**config.mk**
```make
export PLATFORM = sky130hd
export DESIGN_NAME = vga_sync_gen
export DESIGN_NICKNAME = d
export VERILOG_FILES = /design/src/rtl/vga_timing_pkg.sv /design/src/rtl/vga_tick_div.sv /design/src/rtl/vga_sync_gen.sv
export SDC_FILE = /design/constraint.sdc
export NUM_CORES = 1
export LEC_CHECK = 0
export ABC_AREA = 1
export BUFFER_PORTS_ARGS = -buffer_cell sky130_fd_sc_hd__clkbuf_2
export CORE_MARGIN = 3
export CORE_UTILIZATION = 50
export CTS_BUF_LIST = sky130_fd_sc_hd__clkbuf_8
export DETAILED_ROUTE_END_ITERATION = 8
export PLACE_DENSITY_LB_ADDON = 0.2
export SYNTH_ARGS = -nofsm -noshare
export SYNTH_HDL_FRONTEND = slang
export SYNTH_SLANG_ARGS = --single-unit
```
**constraint.sdc**
```tcl
create_clock -name clk -period 2.89 [get_ports clk]
set_input_delay 0.4335 -clock clk [delete_from_list [all_inputs] [get_ports clk]]
set_output_delay 0.4335 -clock clk [all_outputs]
set_load 0.1 [all_outputs]
```
**src/rtl/vga_timing_pkg.sv**
```systemverilog
// VGA timing constants and coordinate types shared by the sync generator and pixel generators.
// Latency: n/a (constants, types and a pure helper function only).
// Backpressure: n/a.
package vga_timing_pkg;

  localparam int COORD_W   = 10;
  localparam int COORD_MAX = 1 << COORD_W;

  typedef logic [COORD_W-1:0] coord_t;

  // Default 640x480 @ 60 Hz timing
  localparam int DEF_HD = 640;
  localparam int DEF_HF = 16;
  localparam int DEF_HR = 96;
  localparam int DEF_HB = 48;
  localparam int DEF_VD = 480;
  localparam int DEF_VF = 10;
  localparam int DEF_VR = 2;
  localparam int DEF_VB = 33;

  localparam int H_TOTAL = DEF_HD + DEF_HF + DEF_HR + DEF_HB;
  localparam int V_TOTAL = DEF_VD + DEF_VF + DEF_VR + DEF_VB;

  // Inclusive sync-pulse windows for the default timing
  localparam int HS_START = DEF_HD + DEF_HF;
  localparam int HS_END   = HS_START + DEF_HR - 1;
  localparam int VS_START = DEF_VD + DEF_VF;
  localparam int VS_END   = VS_START + DEF_VR - 1;

  typedef struct packed {
    logic hsync;
    logic vsync;
  } sync_t;

  // True when coordinate c lies inside the inclusive range [lo, hi]
  function automatic logic in_window(coord_t c, int lo, int hi);
    return (int'(c) >= lo) && (int'(c) <= hi);
  endfunction

endpackage

```
**src/rtl/vga_tick_div.sv**
```systemverilog
// Mod-N clock divider producing a one-clk pixel tick when the count reaches N-1.
// Latency: first tick N-1 clks after reset release; tick is a decode of the count register.
// Backpressure: none, free-running; tick held low while reset is high.
module vga_tick_div #(
  parameter int N = 2
) (
  input  logic clk,
  input  logic reset,
  output logic tick
);

  localparam int W = (N > 1) ? $clog2(N) : 1;
  localparam logic [W-1:0] LAST = W'(N - 1);

  logic [W-1:0] cnt;

  if (N < 1) begin : g_bad_div
    $error("vga_tick_div: N must be at least 1");
  end

  // Divider count wraps from N-1 back to 0
  always_ff @(posedge clk) begin
    if (reset) begin
      cnt <= '0;
    end else if (cnt == LAST) begin
      cnt <= '0;
    end else begin
      cnt <= cnt + W'(1);
    end
  end

  // Gated by reset so N=1 does not tick while the counters are held in reset
  assign tick = ~reset & (cnt == LAST);

endmodule

```
**src/rtl/vga_sync_gen.sv**
```systemverilog
// VGA timing source: pixel/line counters, registered active-low syncs, visible-area and frame decodes.
// Latency: syncs change on the same edge as the counters; video_on/p_tick/frame_end decode registers.
// Backpressure: none, free-running display timing.
module vga_sync_gen
  import vga_timing_pkg::*;
#(
  parameter int HD      = DEF_HD,
  parameter int HF      = DEF_HF,
  parameter int HR      = DEF_HR,
  parameter int HB      = DEF_HB,
  parameter int VD      = DEF_VD,
  parameter int VF      = DEF_VF,
  parameter int VR      = DEF_VR,
  parameter int VB      = DEF_VB,
  parameter int CLK_DIV = 2
) (
  input  logic               clk,
  input  logic               reset,
  output logic               hsync,
  output logic               vsync,
  output logic               video_on,
  output logic               p_tick,
  output logic [COORD_W-1:0] pix_x,
  output logic [COORD_W-1:0] pix_y,
  output logic               frame_end
);

  localparam int LINE_LEN    = HD + HF + HR + HB;
  localparam int FRAME_LINES = VD + VF + VR + VB;

  localparam coord_t H_LAST = coord_t'(LINE_LEN - 1);
  localparam coord_t V_LAST = coord_t'(FRAME_LINES - 1);
  localparam coord_t H_VIS  = coord_t'(HD);
  localparam coord_t V_VIS  = coord_t'(VD);

  localparam int HS_LO = HD + HF;
  localparam int HS_HI = HD + HF + HR - 1;
  localparam int VS_LO = VD + VF;
  localparam int VS_HI = VD + VF + VR - 1;

  if (LINE_LEN > COORD_MAX || FRAME_LINES > COORD_MAX) begin : g_bad_timing
    $error("vga_sync_gen: total line or frame length exceeds coordinate range");
  end

  coord_t h_count, v_count;
  coord_t h_next, v_next;
  sync_t  sync_q;

  vga_tick_div #(
    .N(CLK_DIV)
  ) u_tick_div (
    .clk  (clk),
    .reset(reset),
    .tick (p_tick)
  );

  // Next counter values: advance on tick, line wrap carries into the line counter
  always_comb begin
    h_next = h_count;
    v_next = v_count;
    if (p_tick) begin
      if (h_count == H_LAST) begin
        h_next = '0;
        v_next = (v_count == V_LAST) ? coord_t'(0) : v_count + coord_t'(1);
      end else begin
        h_next = h_count + coord_t'(1);
      end
    end
  end

  // Counters and syncs; syncs decode the next counts so they move on the same edge
  always_ff @(posedge clk) begin
    if (reset) begin
      h_count      <= '0;
      v_count      <= '0;
      sync_q.hsync <= 1'b1;
      sync_q.vsync <= 1'b1;
    end else begin
      h_count      <= h_next;
      v_count      <= v_next;
      sync_q.hsync <= ~in_window(h_next, HS_LO, HS_HI);
      sync_q.vsync <= ~in_window(v_next, VS_LO, VS_HI);
    end
  end

  assign hsync     = sync_q.hsync;
  assign vsync     = sync_q.vsync;
  assign pix_x     = h_count;
  assign pix_y     = v_count;
  assign video_on  = ~reset & (h_count < H_VIS) & (v_count < V_VIS);
  assign frame_end = p_tick & (h_count == H_LAST) & (v_count == V_LAST);

endmodule

```
=== After elaboration in Yosys (flattened, before gate mapping) ===
Cells that the tools add are included.

* Word-level logic and storage cells: 32
* Output and inout port bits: 25
* Register bits: 23

* Reduce and logical (&&, ||, !) cells: 3
* Bitwise logic cells: 8
* Add/sub/neg operators: 3
* Eq/ne operators: 2
* Order comparisons: 6
* Muxes and demuxes: 5

{| class="wikitable"
|+ Operators with widths
! cell !! count
|-
| two-way mux 10 bit || 5
|-
| adder 10 x 1 -> 10 bit, second input constant || 2
|-
| equality test 10 bit, second input constant || 2
|-
| >= comparator 10 bit, second input constant || 1
|-
| >= comparator 10 x 9 -> 1 bit, second input constant || 1
|-
| less-or-equal comparator 10 bit, second input constant || 1
|-
| less-or-equal comparator 10 x 9 -> 1 bit, second input constant || 1
|-
| less-than comparator 10 bit, second input constant || 1
|-
| less-than comparator 10 x 9 -> 1 bit, second input constant || 1
|-
| AND 1 bit || 5
|-
| inverter 1 bit || 3
|-
| logical AND 1 bit || 2
|-
| OR reduction 2 bit || 1
|-
| adder 1 bit, second input constant || 1
|}

=== Longest topological paths before layout ===
Gate-level depths: netlist (run 1).

* Depth after elaboration: 7
* Mapped depth: 12

=== By module ===
Synthesis (run 1) repeated with hierarchy kept, for this count alone.

* Cells, all modules: 197
* Area total of the unflattened synthesis: 1,303.8 um^2

{| class="wikitable"
|+ By module, submodules not included
! module !! instances !! area an instance (um^2) !! cells each
|-
| vga_sync_gen || 1 || 1,270.0 || 193
|-
| vga_tick_div || 1 || 33.8 || 4
|}

=== Worst setup path after synthesis (run 1) ===
No wires, ideal clock.

* Path kind: register -> output
* Start point: register h_count[0], in the netlist pix_x[0]
* End point: output port frame_end
* Data arrival time: 3.146 ns
* Cell stages (with the launch flop): 8
* Setup slack: -0.689 ns
* Required time: 2.457 ns
* Cells stage by stage: dfxtp_1 -> ha_1 -> nand2_1 -> nor2_2 -> nand2_2 -> nor2_4 -> nand2_4 -> nor2_1

* Cells in the longest elaborated chain, start to end: 3

{| class="wikitable"
|+ RTL lines
! item !! line !! text
|-
| start: declaration || vga_sync_gen.sv:45 || <nowiki>coord_t h_count, v_count;</nowiki>
|-
| start signal: assignment || vga_sync_gen.sv:79 || <nowiki>h_count <= h_next;</nowiki>
|-
| equality test 10 bit || vga_sync_gen.sv:91 || <nowiki>assign frame_end = p_tick & (h_count == H_LAST) & (v_count == V_LAST);</nowiki>
|-
| AND 1 bit (2 in series) || vga_sync_gen.sv:91 ||
|-
| end: declaration || vga_sync_gen.sv:25 || <nowiki>output logic frame_end</nowiki>
|}

No other way between the ends.

=== Worst setup path after layout (run 1) ===
Same ends and word-level chain as after synthesis.

==> impl_metrics.json, run 1 <==
{
  "stdcell_count": 242,
  "io_buffers": 26,
  "synth_top_family_by_area": "simple AND/OR/NAND/NOR gates",
  "setup_violations": 0,
  "core_sq_um": 2297,
  "postCtsSetupRepairBufs": 0,
  "slew_headroom_pct": 63.80,
  "finalHoldViolations": 0,
  "finalCritPeriodShare_pct": 84.60,
  "row_count": 17,
  "gp_congestion": 0.9401,
  "synth_compound_area_share_pct": 7.532,
  "wl_per_cell_um": 11.67,
  "cts-root-buf": "clkbuf_8",
  "skew_ns": 0.001513,
  "rsz0062_at_grt": "no",
  "post_cts_resize_count": 0,
  "postLayoutCoreUtil_pct": 63.78,
  "ant_nets": 0,
  "grt.total_usage_pct": 19.21,
  "crit_path_max_fanout": 8,
  "grt_overflow": 0,
  "grt_pass1_vias": 1130,
  "antennaDiodeCount": 0,
  "die_y_um": 56.25,
  "cts-buffers-inserted": 3,
  "io_pins": 27,
  "finalWorstSetupSlack_ns": 0.4450,
  "synthSimpleGateAreaFrac_pct": 43.51,
  "synth_cells": 186,
  "insertion_delay_ns": 0.26,
  "power_density_nw_per_um2": 385.2,
  "via_per_inst": 5.128,
  "cts.htree.levels": 1,
  "cts_hold_buffers": 0,
  "synth.avg_cell_area_sq_um": 6.787,
  "cts_tree": "built",
  "yosys-mux-area-fraction_pct": 0,
  "routed_wl_um": 2824,
  "ctsLongestPathBuffers": 2,
  "route.vias.total": 1241,
  "p_leak_nw": 0.6422,
  "maxSlewViolCount": 0,
  "die-area_sq_um": 3164,
  "hold_class": "flip-flop to flip-flop",
  "cp-start-kind": "flip-flop",
  "start_util_pct": 54.96,
  "fmax_mhz": 409.0,
  "ys_warn_count": 0,
  "area_growth_pct": 16.06,
  "maxCapViolations": 0,
  "cp.arrival_ns": 2.01,
  "synthAdderAreaFrac_pct": 2.973,
  "cts.sinks": 23,
  "path_clk_slew_ns": 0.08,
  "drtPass1Iterations": 4,
  "drive_gt1_share_pct": 22.43,
  "cp_data_required_time_ns": 2.46,
  "grt_pass1_wl_um": 4912,
  "synth-xor-area-share_pct": 2.081,
  "drc_errors": 0,
  "crit_type": "flip-flop to primary output",
  "dpl_worst_slack_ns": 0.6460,
  "ir_drop_uv": 333.8,
  "yosysSeqAreaShare_pct": 36.47,
  "drt-initial-drc-count": 36,
  "ys_seq_elements": 23,
  "syn_nets": 191,
  "status": "finished, final reports clean",
  "syn_area_sq_um": 1262,
  "endpoint_kind": "primary output",
  "power_mw": 0.5644,
  "tightest_slew_ns": 0.5453,
  "dpl.hpwl_um": 2211,
  "antenna_found_initial": 0,
  "place_inst": 238,
  "synth.distinct_cells": 27,
  "die_w_um": 56.25,
  "nets": 220,
  "grt_max_degree": 16,
  "period_minus_slack_ns": 2.445,
  "nFillCells": 226
}
==> cells in the mapped netlist <==
cell	number	area (sq um)
clkbuf_1	1	3.750
nor2_4	3	33.78
nand3_2	2	20.02
ha_1	3	37.54
nand2_4	2	22.52
nand3b_1	2	15.01
a211oi_1	2	15.01
o21ai_1	5	25.02
nor3_2	1	10.01
inv_2	6	22.52
a32o_1	1	10.01
nor2_1	28	105.1
nor4_1	1	6.260
o211ai_1	2	15.01
nand3_1	13	65.06
nand4_1	5	31.28
inv_1	15	56.30
xor2_1	2	17.52
nand2_2	1	6.260
dfxtp_1	23	460.4
nand2_1	55	206.5
nor3_1	3	15.01
o21ai_0	1	5.000
a21oi_1	5	25.02
buf_6	1	11.26
nor2_2	2	12.51
xnor2_1	1	8.760
==> metal layers <==
metal,wire length (um),GRT usage (%),vias to the layer above
li1,-,-,650
met1,1410,25.67,551
met2,1234,30.72,36
met3,156,4.828,4
met4,23,5.085,0
met5,0,0,-
==> report_power, final <==
part	leakage [nW]	switching, mW	internal (mW)
Clock	0.0269	0.0990	0.0949
Combinational	0.429	0.0401	0.00679
Sequential	0.186	0.00394	0.320
==> logic make-up (layout without fill, tap and decap cells) <==
logic type,after synthesis,after routing
adders and majority gates,3,3
DFF,23,23
xor gates and xnor gates,3,3
AOI/OAI and AO/OA,16,16
buffers and inverters,23,51
and+or+nand+nor,118,118
==> final timing paths <==
path | cells after the start | from | endpoint | slack (ns)
min reg2reg | 2 | pix_y[3] | pix_y[3] | 0.53
max reg2reg | 10 | pix_x[0] | vsync | 1.09
min | 2 | pix_y[3] | pix_y[3] | 0.53
max | 8 | pix_x[0] | frame_end | 0.45
==> worst max-delay path: stages (launching register included) <==
cell	delay, ns
dfxtp_1	0.40
ha_1	0.19
nand2_1	0.08
nor2_2	0.14
nand2_2	0.08
nor2_4	0.17
nand2_4	0.11
nor2_2	0.12
clkbuf_2	0.46
==> cell usage in the layout, fill, tap and decap left out, types with 2 or more instances in the layout <==
cell type / instances
nand2_1: 55
nor2_1: 27
clkbuf_2: 26
dfxtp_1: 23
inv_1: 16
nand3_1: 13
inv_2: 6
a21oi_1: 5
nand4_1: 5
o21ai_1: 5
nor2_2: 3
nor2_4: 3
ha_1: 3
clkbuf_8: 3
nand2_4: 2
nor3_2: 2
nand3_2: 2
nor3_1: 2
nand3b_1: 2
xor2_1: 2
o211ai_1: 2
a211oi_1: 2
==> final cells by class <==
| type | count | area, sq um | share of cell area, % |
|---|---|---|---|
| Sequential cell | 23 | 460.4 | 31.43 |
| Inverter | 21 | 78.83 | 5.380 |
| Multi-Input combinational cell | 140 | 715.7 | 48.85 |
| Clock buffer | 3 | 41.29 | 2.818 |
| Clock inverter | 1 | 3.754 | 0.2562 |
| Timing Repair Buffer | 26 | 130.1 | 8.881 |
| Tap cell | 28 | 35.03 | 2.391 |
==> sequential cells by signal, summed over array words and instances, names as in the netlist <==
name            count
pix_x              10
pix_y              10
hsync               1
u_tick_div.cnt      1
vsync               1
==> through the flow <==
step | hold WS [ns] | TNS [ns] | area, sq um
2_1_floorplan | 0.4958 | -0.2281 | 1270
3_3_place_gp | 0.4974 | 0 | 1420
3_5_place_dp | 0.5177 | 0 | 1420
4_1_cts | 0.5286 | 0 | 1465
5_1_grt | 0.5556 | 0 | 1465
6_report | 0.5318 | 0 | 1465
(Power assumes the default switching activity.)
==> run 2, diff against run 1 <==
--- a/config.mk
+++ b/config.mk
@@ -5,7 +5,7 @@
 export SDC_FILE = /design/constraint.sdc
 export NUM_CORES = 1
 export LEC_CHECK = 0
-export ABC_AREA = 1
+export ABC_AREA = 0
 export BUFFER_PORTS_ARGS = -buffer_cell sky130_fd_sc_hd__clkbuf_2
 export CORE_MARGIN = 3
 export CORE_UTILIZATION = 50
==> constraint.sdc (replaced) <==
create_clock -name clk -period 2.51 [get_ports clk]
set_input_delay 0.3765 -clock clk [delete_from_list [all_inputs] [get_ports clk]]
set_output_delay 0.3765 -clock clk [all_outputs]
set_load 0.1 [all_outputs]
==> run 2 against run 1 <==
Global-route usage rose by 0.52 points; first-iteration DRC count rose by 11%; critical path depth fell by 3; non-clock buffer count rose by 2; critical path type unchanged; largest power group unchanged; die area fell by 2.7%; count of clock-buffer cells in the layout did not move; synthesized cell count fell by 20%; critical endpoint unchanged; sequential cell count did not move; setup slack got worse by 0.26 ns; utilization rose by 0.38 points; hold slack got worse by 0.019 ns; via count fell by 6.8%.
==> impl_metrics.json, run 2 <==
{
  "io_pins": 27,
  "drc_errors": 0,
  "hold_class": "flip-flop to flip-flop",
  "grt_overflow": 0,
  "insertion_delay_ns": 0.26,
  "async_reset_ff_share_pct": 0,
  "comb_power_share_pct": 7.8,
  "row_count": 17,
  "tightest_slew_ns": 0.5518,
  "clock_power_share_pct": 35.4,
  "power.switching_mw": 0.1681,
  "top_usage_layer": "met2",
  "wl_per_cell_um": 14.15,
  "synth_edf_count": 0,
  "final_common_cell": "clkbuf_2",
  "post_cts_resize_count": 0,
  "multi_input_area_sq_um": 728.2,
  "ys_seq_elements": 23,
  "path_clk_slew_ns": 0.08,
  "switching_share_pct": 25.64,
  "dpl.hpwl_um": 2055,
  "cts-root-buf": "clkbuf_8",
  "slew_headroom_pct": 63.37,
  "cts-buffers-inserted": 3,
  "start_util_pct": 53.82,
  "ant_nets": 0,
  "synth_flop_cell": "dfxtp_1",
  "grt_pass1_wl_um": 4843,
  "area_growth_pct": 19.20,
  "drt-initial-drc-count": 40,
  "synth_area_leaders": "dfxtp_1 38%, nor2_1 6.7%, xor2_1 5.7%",
  "intPower_mw": 0.4875,
  "skew_ns": 0.001707,
  "ctsLongestPathBuffers": 2,
  "nets": 180,
  "globalRouteMet1Util_pct": 26.08,
  "synthMostInstantiatedCell": "dfxtp_1",
  "met2_usage_pct": 30.57,
  "finalHoldViolations": 0,
  "period_minus_slack_ns": 2.326,
  "crit_type": "flip-flop to primary output",
  "die_w_um": 55.50,
  "synth_top_area_share_pct": 37.59,
  "slowest_stage": "nor3_2",
  "endpoint_kind": "primary output",
  "crit_family": "simple AND/OR/NAND/NOR gates",
  "cts_tree": "built",
  "routed_wl_um": 2858,
  "slowest_delay_ns": 0.47,
  "postLayoutCoreUtil_pct": 64.16,
  "cp_data_required_time_ns": 2.13,
  "fmax_mhz": 429.9,
  "cts.sinks": 23,
  "holdWs_ns": 0.5130,
  "p_seq_share_pct": 56.8,
  "synth_top_area_cell": "dfxtp_1",
  "route.vias.total": 1157,
  "synth.avg_cell_area_sq_um": 8.277,
  "p_leak_nw": 0.5805,
  "grt_max_degree": 19,
  "die_y_um": 55.50,
  "antennaDiodeCount": 0,
  "status": "finished, final reports clean",
  "grt_use_met3_pct": 3.972,
  "gp_congestion": 0.9269,
  "core_sq_um": 2276,
  "syn_area_sq_um": 1225,
  "grt_pass1_vias": 1081,
  "synth_cells": 148,
  "maxSlewViolCount": 0,
  "fin_setup_tns_ns": 0,
  "maxCapViolations": 0,
  "synth.distinct_cells": 38,
  "cp.arrival_ns": 1.95,
  "nFillCells": 195,
  "power_density_nw_per_um2": 449.0,
  "crit_buf_inv": 1,
  "setup_violations": 0,
  "postCtsSetupRepairBufs": 0,
  "crit_path_max_fanout": 8,
  "cts.htree.levels": 1,
  "syn_nets": 153,
  "die-area_sq_um": 3080,
  "grt.total_usage_pct": 19.73,
  "antenna_found_initial": 0,
  "yosysSeqAreaShare_pct": 37.59,
  "rsz0062_at_grt": "no",
  "final_cell_mix": "25 x clkbuf_2, 22 x nor2_1, 14 x nand2_1, 14 x dfxtp_1, 8 x xor2_1",
  "cts_hold_buffers": 0,
  "finalCritPeriodShare_pct": 92.68,
  "io_buffers": 26,
  "cp-start-kind": "flip-flop",
  "seq_area_sq_um": 479.2,
  "ir_drop_uv": 341.0,
  "via_per_inst": 5.728,
  "drtPass1Iterations": 4,
  "ys_warn_count": 0,
  "path_cells": "ha_1, nand4b_1, nor3_2, and2_4, buf_12",
  "drive_gt1_share_pct": 28.16,
  "yosys-top-cells-count": "23 x dfxtp_1, 22 x nor2_1, 14 x nand2_1"
}
[run 2: cell types whose count changed in the layout (fill, tap and decap cells not counted), sizes merged, moves of 5 or more]
| cell | previous run | this run |
|---|---|---|
| nand2 | 58 | 14 |
| inv | 22 | 3 |
| nor2 | 33 | 22 |
| nand3 | 15 | 6 |
| xnor2 | 1 | 7 |
| xor2 | 2 | 8 |
| and3 | 0 | 5 |
[run 2: worst paths after layout]
kind / start / to / slack [ns] / depth (start not counted)
worst max-delay path: pix_x[0] / frame_end / 0.18 / 5
worst max register to register: pix_x[0] / vsync / 0.30 / 7
worst min register to register: pix_x[1] / pix_x[1] / 0.51 / 2
worst min-delay path: pix_x[1] / pix_x[1] / 0.51 / 2
[run 2: cell families (layout without fill, tap and decap cells)]
| group | after synthesis | count (layout) | share of synthesized area, % |
|---|---|---|---|
| simple gates | 80 | 80 | 36.26 |
| flops | 23 | 23 | 37.59 |
| fa+ha+maj | 3 | 3 | 3.065 |
| buf+inv | 9 | 35 | 3.371 |
| xor+xnor | 15 | 15 | 10.73 |
| compound gates | 18 | 18 | 8.989 |
[run 2: final cells by class]
type,count,share of cell area (%)
clock buffer,3,2.828
clock inverter,1,0.3428
inverter,3,0.7712
multi-input combinational,116,49.87
sequential,23,32.82
tap,28,2.399
timing repair buffer,28,10.97
[run 2: power groups by stage]
stage                     Sequential, mW  Combinational (mW)  Clock [mW]
after floorplan                    0.394              0.0294           0
after global routing               0.373              0.0540       0.250
after global placement             0.380              0.0513           0
after detailed placement           0.381              0.0512           0
after CTS                          0.372              0.0514       0.234
final                              0.372              0.0513       0.232
[run 2: routing by layer]
layer / vias to the layer above / wire length, um
li1: 574 / -
met1: 528 / 1366
met2: 48 / 1258
met3: 7 / 177
met4: 0 / 56
met5: - / 0
[run 2: tightest hold or removal path, cell delays in order (launching register included)]
cell	delay (ns)
dfxtp_4	0.36
nand2b_1	0.06
a21oi_1	0.05
[run 2: through the flow]
stage / std cells / instance area, sq um / total power, mW / setup WS, ns
6_report: 202 / 1460 / 0.6556 / 0.1836
3_5_place_dp: 198 / 1414 / 0.4321 / 0.3359
5_1_grt: 202 / 1460 / 0.6771 / 0.08930
4_1_cts: 202 / 1460 / 0.6579 / 0.1828
3_3_place_gp: 198 / 1414 / 0.4316 / 0.3934
2_1_floorplan: 148 / 1249 / 0.4235 / 0.03201
